**src/rtl/fp8_mul_sequencer_if.sv**
```systemverilog
// Operand and result streams of the FP8 multiplier sequencer.
// The sequencer takes the slave side; the producer/consumer takes the master side.
interface fp8_mul_sequencer_if;
    logic [7:0] in_data;
    logic       in_valid;
    logic       in_ready;
    logic [7:0] res_data;
    logic       res_valid;
    logic       res_ready;

    modport master (
        output in_data, in_valid, res_ready,
        input  in_ready, res_data, res_valid
    );

    modport slave (
        input  in_data, in_valid, res_ready,
        output in_ready, res_data, res_valid
    );
endinterface

```
**src/rtl/fp8_mul_sequencer.sv**
```systemverilog
// Registered, flow-controlled wrapper around the combinational FP8 multiplier.
// Optional macro FP8_ZERO_BYPASS_EN: a zero operand skips the settle wait.
module fp8_mul_sequencer #(
    parameter int SETTLE_CYCLES = 1
) (
    input  logic                        clk,
    input  logic                        rst_n,
    input  logic                        flush,
    fp8_mul_sequencer_if.slave          bus,
    output logic [7:0]                  op_a,
    output logic [7:0]                  op_b,
    input  logic [7:0]                  mul_result,
    output logic                        busy
);
    typedef enum logic [1:0] {
        LOAD_A = 2'd0,
        LOAD_B = 2'd1,
        EVAL   = 2'd2,
        HOLD   = 2'd3
    } state_t;

    localparam logic [3:0] LAST_CNT = 4'(SETTLE_CYCLES - 1);

    state_t     state_q;
    logic [7:0] op_a_q;
    logic [7:0] op_b_q;
    logic [7:0] res_data_q;
    logic       res_valid_q;
    logic [3:0] cnt_q;

`ifdef FP8_ZERO_BYPASS_EN
    // op_b_q already holds the just-accepted B on the first EVAL cycle.
    logic zero_operand;
    assign zero_operand = (op_a_q[6:0] == 7'd0) || (op_b_q[6:0] == 7'd0);
`endif

    always_ff @(posedge clk or negedge rst_n) begin
        if (!rst_n) begin
            state_q     <= LOAD_A;
            op_a_q      <= 8'h00;
            op_b_q      <= 8'h00;
            res_data_q  <= 8'h00;
            res_valid_q <= 1'b0;
            cnt_q       <= 4'd0;
        end else if (flush) begin
            state_q     <= LOAD_A;
            res_valid_q <= 1'b0;
            cnt_q       <= 4'd0;
        end else begin
            case (state_q)
                LOAD_A: begin
                    if (bus.in_valid) begin
                        op_a_q  <= bus.in_data;
                        state_q <= LOAD_B;
                    end
                end
                LOAD_B: begin
                    if (bus.in_valid) begin
                        op_b_q  <= bus.in_data;
                        cnt_q   <= 4'd0;
                        state_q <= EVAL;
                    end
                end
                EVAL: begin
                    cnt_q <= cnt_q + 4'd1;
`ifdef FP8_ZERO_BYPASS_EN
                    if (zero_operand) begin
                        res_data_q  <= {op_a_q[7] ^ op_b_q[7], 7'b0};
                        res_valid_q <= 1'b1;
                        state_q     <= HOLD;
                    end else
`endif
                    if (cnt_q == LAST_CNT) begin
                        res_data_q  <= mul_result;
                        res_valid_q <= 1'b1;
                        state_q     <= HOLD;
                    end
                end
                HOLD: begin
                    if (bus.res_ready) begin
                        res_valid_q <= 1'b0;
                        state_q     <= LOAD_A;
                    end
                end
                default: state_q <= LOAD_A;
            endcase
        end
    end

    // A flush cycle must never complete an operand handshake.
    assign bus.in_ready  = ((state_q == LOAD_A) || (state_q == LOAD_B)) && !flush;
    assign bus.res_data  = res_data_q;
    assign bus.res_valid = res_valid_q;
    assign op_a          = op_a_q;
    assign op_b          = op_b_q;
    assign busy          = (state_q != LOAD_A);
endmodule

```
**src/flat_wrapper.sv**
```systemverilog
// flat-port wrapper written by rule: the top's interface ports become plain ports
module fp8_mul_sequencer_flat 
#(
    parameter int SETTLE_CYCLES = 1
)
  (clk, rst_n, flush, op_a, op_b, mul_result, busy, bus_in_data, bus_in_valid, bus_res_ready, bus_in_ready, bus_res_data, bus_res_valid);
  fp8_mul_sequencer_if bus_i ();
  input  logic clk;
  input  logic rst_n;
  input  logic flush;
  output logic [7:0] op_a;
  output logic [7:0] op_b;
  input  logic [7:0] mul_result;
  output logic busy;
  input wire logic [$bits(bus_i.in_data)-1:0] bus_in_data;
  input wire logic [$bits(bus_i.in_valid)-1:0] bus_in_valid;
  input wire logic [$bits(bus_i.res_ready)-1:0] bus_res_ready;
  output wire logic [$bits(bus_i.in_ready)-1:0] bus_in_ready;
  output wire logic [$bits(bus_i.res_data)-1:0] bus_res_data;
  output wire logic [$bits(bus_i.res_valid)-1:0] bus_res_valid;
  assign bus_i.in_data = bus_in_data;
  assign bus_i.in_valid = bus_in_valid;
  assign bus_i.res_ready = bus_res_ready;
  assign bus_in_ready = bus_i.in_ready;
  assign bus_res_data = bus_i.res_data;
  assign bus_res_valid = bus_i.res_valid;
  fp8_mul_sequencer #(.SETTLE_CYCLES(SETTLE_CYCLES)) u_core (.clk(clk), .rst_n(rst_n), .flush(flush), .bus(bus_i), .op_a(op_a), .op_b(op_b), .mul_result(mul_result), .busy(busy));
endmodule
```
**config.mk**
```make
export PLATFORM = sky130hd
export DESIGN_NAME = fp8_mul_sequencer_flat
export DESIGN_NICKNAME = d
export VERILOG_FILES = /design/src/rtl/fp8_mul_sequencer_if.sv /design/src/rtl/fp8_mul_sequencer.sv /design/src/flat_wrapper.sv
export SDC_FILE = /design/constraint.sdc
export NUM_CORES = 1
export LEC_CHECK = 0
export CORE_ASPECT_RATIO = 0.9
export CORE_UTILIZATION = 44
export CTS_CLUSTER_DIAMETER = 150
export DETAILED_ROUTE_END_ITERATION = 6
export GPL_TIMING_DRIVEN = 0
export MAX_ROUTING_LAYER = met4
export PLACE_DENSITY = 0.77
export SLEW_MARGIN = 0
export SYNTH_ARGS = -nofsm -noshare
export SYNTH_HDL_FRONTEND = slang
export SYNTH_SLANG_ARGS = --single-unit
```
**constraint.sdc**
```tcl
create_clock -name clk -period 2.07 [get_ports clk]
set_input_delay 0.207 -clock clk [delete_from_list [all_inputs] [get_ports clk]]
set_output_delay 0.207 -clock clk [all_outputs]
set_load 0.02 [all_outputs]
```
==> metrics.csv <==
metric,value,unit
depth of the most critical reg-to-reg path,6,
Worst-path clk slew,0.09,ns
Crit Path Max Fanout,8,
initial core utilization,0.462,
worst stage delay on the critical path,0.40,ns
routability congestion estimate,0.770,
CTS tree,done,
1st-iter DRT viols,20,
Worst Setup End Kind,flip-flop,
Synth Cell Area,1410,µm²
Core ar.,3040,µm²
top-count cell post-synth,dfrtp_1,
critical path type,flip-flop to flip-flop,
Max VDD drop,0.847,mV
port bufs,46,
post-layout total power,3.10,mW
Syn Nets,133,
final hold viol count,0,
clk buf depth,2,
largest family of logic cells by synthesized area,multiplexers,
CP Launch Type,flip-flop,
"FFs w/ async S/R, synth",1.00,
Hold Slack,0.261,ns
IO Pins,48,
"critical path, cell by cell",inv_1 > ha_1 > or3b_4 > or3b_1 > buf_6 > mux2_4,
buffers and inverters on the worst path,2,
gr usage total,0.187,
Synth top area share,0.552,
final worst-path cycle share,0.960,
worst hold stages,2,
row count,19,
Root Driver,clkbuf_4,
"area leader, netlist",dfrtp_1,
Pins Over Slew Limit,0,
design area,2020,µm²
Crit-path slowest cell,or3b_4,
Fmax,503,MHz
RSZ-0062 raised after global routing,no,
"CP delay by family, top",simple AND/OR/NAND/NOR gates,
most area-consuming cells after synthesis,"dfrtp_1, mux2_2, mux2_4",
Synth Area in Compound Gates,0.0463,
routed vias,1020,
total CTS buffers,5,
Main synth FF type,dfrtp_1,
"FF+latch count, synth",31,
# H-tree levels,2,
worst slew pin tran,0.673,ns
skew final,0.00853,ns
Routed wire per std cell,13.6,µm
setup TNS,0,ns
data arrival time of the critical path,2.20,ns
Synth Warn #,0,
layout cells sized above 1,0.233,
antenna violations before repair,0,
Post-route DRC,0,
vias in the first global route,1026,
cell count after synthesis,106,
Worst path depth,6,
Netlist cell types,25,
MaxCap Viol Count,0,
XOR/XNOR Fraction of Synth Area,0.00623,
fin crit period,1.99,ns
drt pass-1 iters,4,
run status,"complete, no violations",
clk_lat worst skew,0.32,ns
vias per cell,4.98,
HPWL Detailed,2070,µm
Max-Slew Margin vs Limit,0.551,
final net count,189,
diodes inserted,0,
gr ovfl total,0,
"EDFF count, synth",0,
largest net degree at the start of global routing,32,
antenna-violating nets left,0,
clk sinks,31,
Final Setup Violations,0,
Post-DP Area,1920,µm²
sequential share of the synthesized area,0.552,
adder-cell share of the synthesized area,0.0534,
global-route wire length before repair,4360,µm
worst endpoint required time,2.28,ns
"Avg Cell Area, Syn",13.3,µm²
Die X,61.6,µm
Die ar.,3420,µm²
Pleak,0.910,nW
# fillers,239,
Synth Area in Simple Gates,0.0846,
Cell Pwr Density,1530,nW/µm²
HP Class,input pin to flip-flop,
multiplexer area fraction after synthesis,0.228,
top post-synthesis cells by count,"dfrtp_1, mux2_2, mux2_4",
die height,55.6,µm
area grow syn2layout,44.0,%
Detailed Route WL,2790,µm
## what timing repair did
item | in CTS | in global routing
hold buffers | 0 | 1
buffers inserted | 0 | 2
gates resized for setup | 1 | 0
setup endpoints to repair | 1 | 4
hold endpoints to repair | 0 | 31
## cells in the final DEF, fill, tap and decap left out, drive strengths merged, types with 2 or more instances in the layout
master and n:
dfrtp 31, clkdlybuf4s50 44, nand3 2, nor2b 3, o21ai 3, inv 7
or3b 2, nand2 6, mux2i 2, a21oi 3, mux2 24, ha 6
buf 4, nor2 6, clkbuf 7
## area by class of cell
cell class	count	area, µm²	area share
repair buffers	49	479	0.237
flip-flops and latches	31	776	0.383
multi-input cells	66	588	0.291
inverters	7	26.3	0.0130
well taps	42	52.6	0.0260
clock buffers	6	51.3	0.0254
clock inverters	2	35.0	0.0173
plain buffers	2	15.0	0.00742
## flip-flops by register name, indices dropped and copies added, names as in the netlist
register / flops
u_core.cnt_q: 4
u_core.bus.res_valid: 1
u_core.bus.res_data: 8
u_core.op_b: 8
u_core.op_a: 8
u_core.state_q: 2
## report_power, final
| group | switching (mW) | leakage [nW] | total, mW | internal [mW] |
|---|---|---|---|---|
| Clock | 0.198 | 0.0482 | 0.484 | 0.285 |
| Sequential | 0.149 | 0.382 | 1.02 | 0.874 |
| Combinational | 0.725 | 0.479 | 1.59 | 0.864 |
| Total | 1.07 | 0.910 | 3.10 | 2.02 |
## per-layer routing
metal	up-vias	GRT usage	wire (µm)
li1	483	-	-
met1	498	0.176	1120
met2	32	0.318	1440
met3	7	0.0791	167
met4	0	0.0857	60
met5	-	-	0
## path summary, 6_finish.rpt
path	endpoint	startpoint	slack, ns
max	u_core.bus.res_data[1]$_DFFE_PN0P_	u_core.cnt_q[0]$_DFFE_PN0P_	0.08
min	u_core.state_q[0]$_DFFE_PN0P_	flush	0.26
max reg2reg	u_core.bus.res_data[1]$_DFFE_PN0P_	u_core.cnt_q[0]$_DFFE_PN0P_	0.08
min reg2reg	u_core.bus.res_data[4]$_DFFE_PN0P_	u_core.bus.res_data[4]$_DFFE_PN0P_	0.51
max in group asynchronous	u_core.cnt_q[2]$_DFFE_PN0P_	rst_n	1.19
min in group asynchronous	u_core.bus.res_valid$_DFFE_PN0P_	rst_n	0.44
## per-stage QoR
step                std cells  setup slack (ns)  utilization
finish                    205            0.0822        0.665
global route              205            0.0193        0.665
CTS                       202            0.0364        0.658
detailed placement        194            0.0604        0.630
global placement          194            0.0882        0.630
floorplan                 106             0.163            -
## logic make-up (layout without fill, tap and decap cells)
group                      after synthesis  count (layout)
adders and majority gates                6               6
and+or+nand+nor                         23              23
AOI/OAI and AO/OA                       10              10
xor gates and xnor gates                 1               1
DFF                                     31              31
muxes                                   26              26
buffers and inverters                    9              66
(Power assumes the default switching activity.)
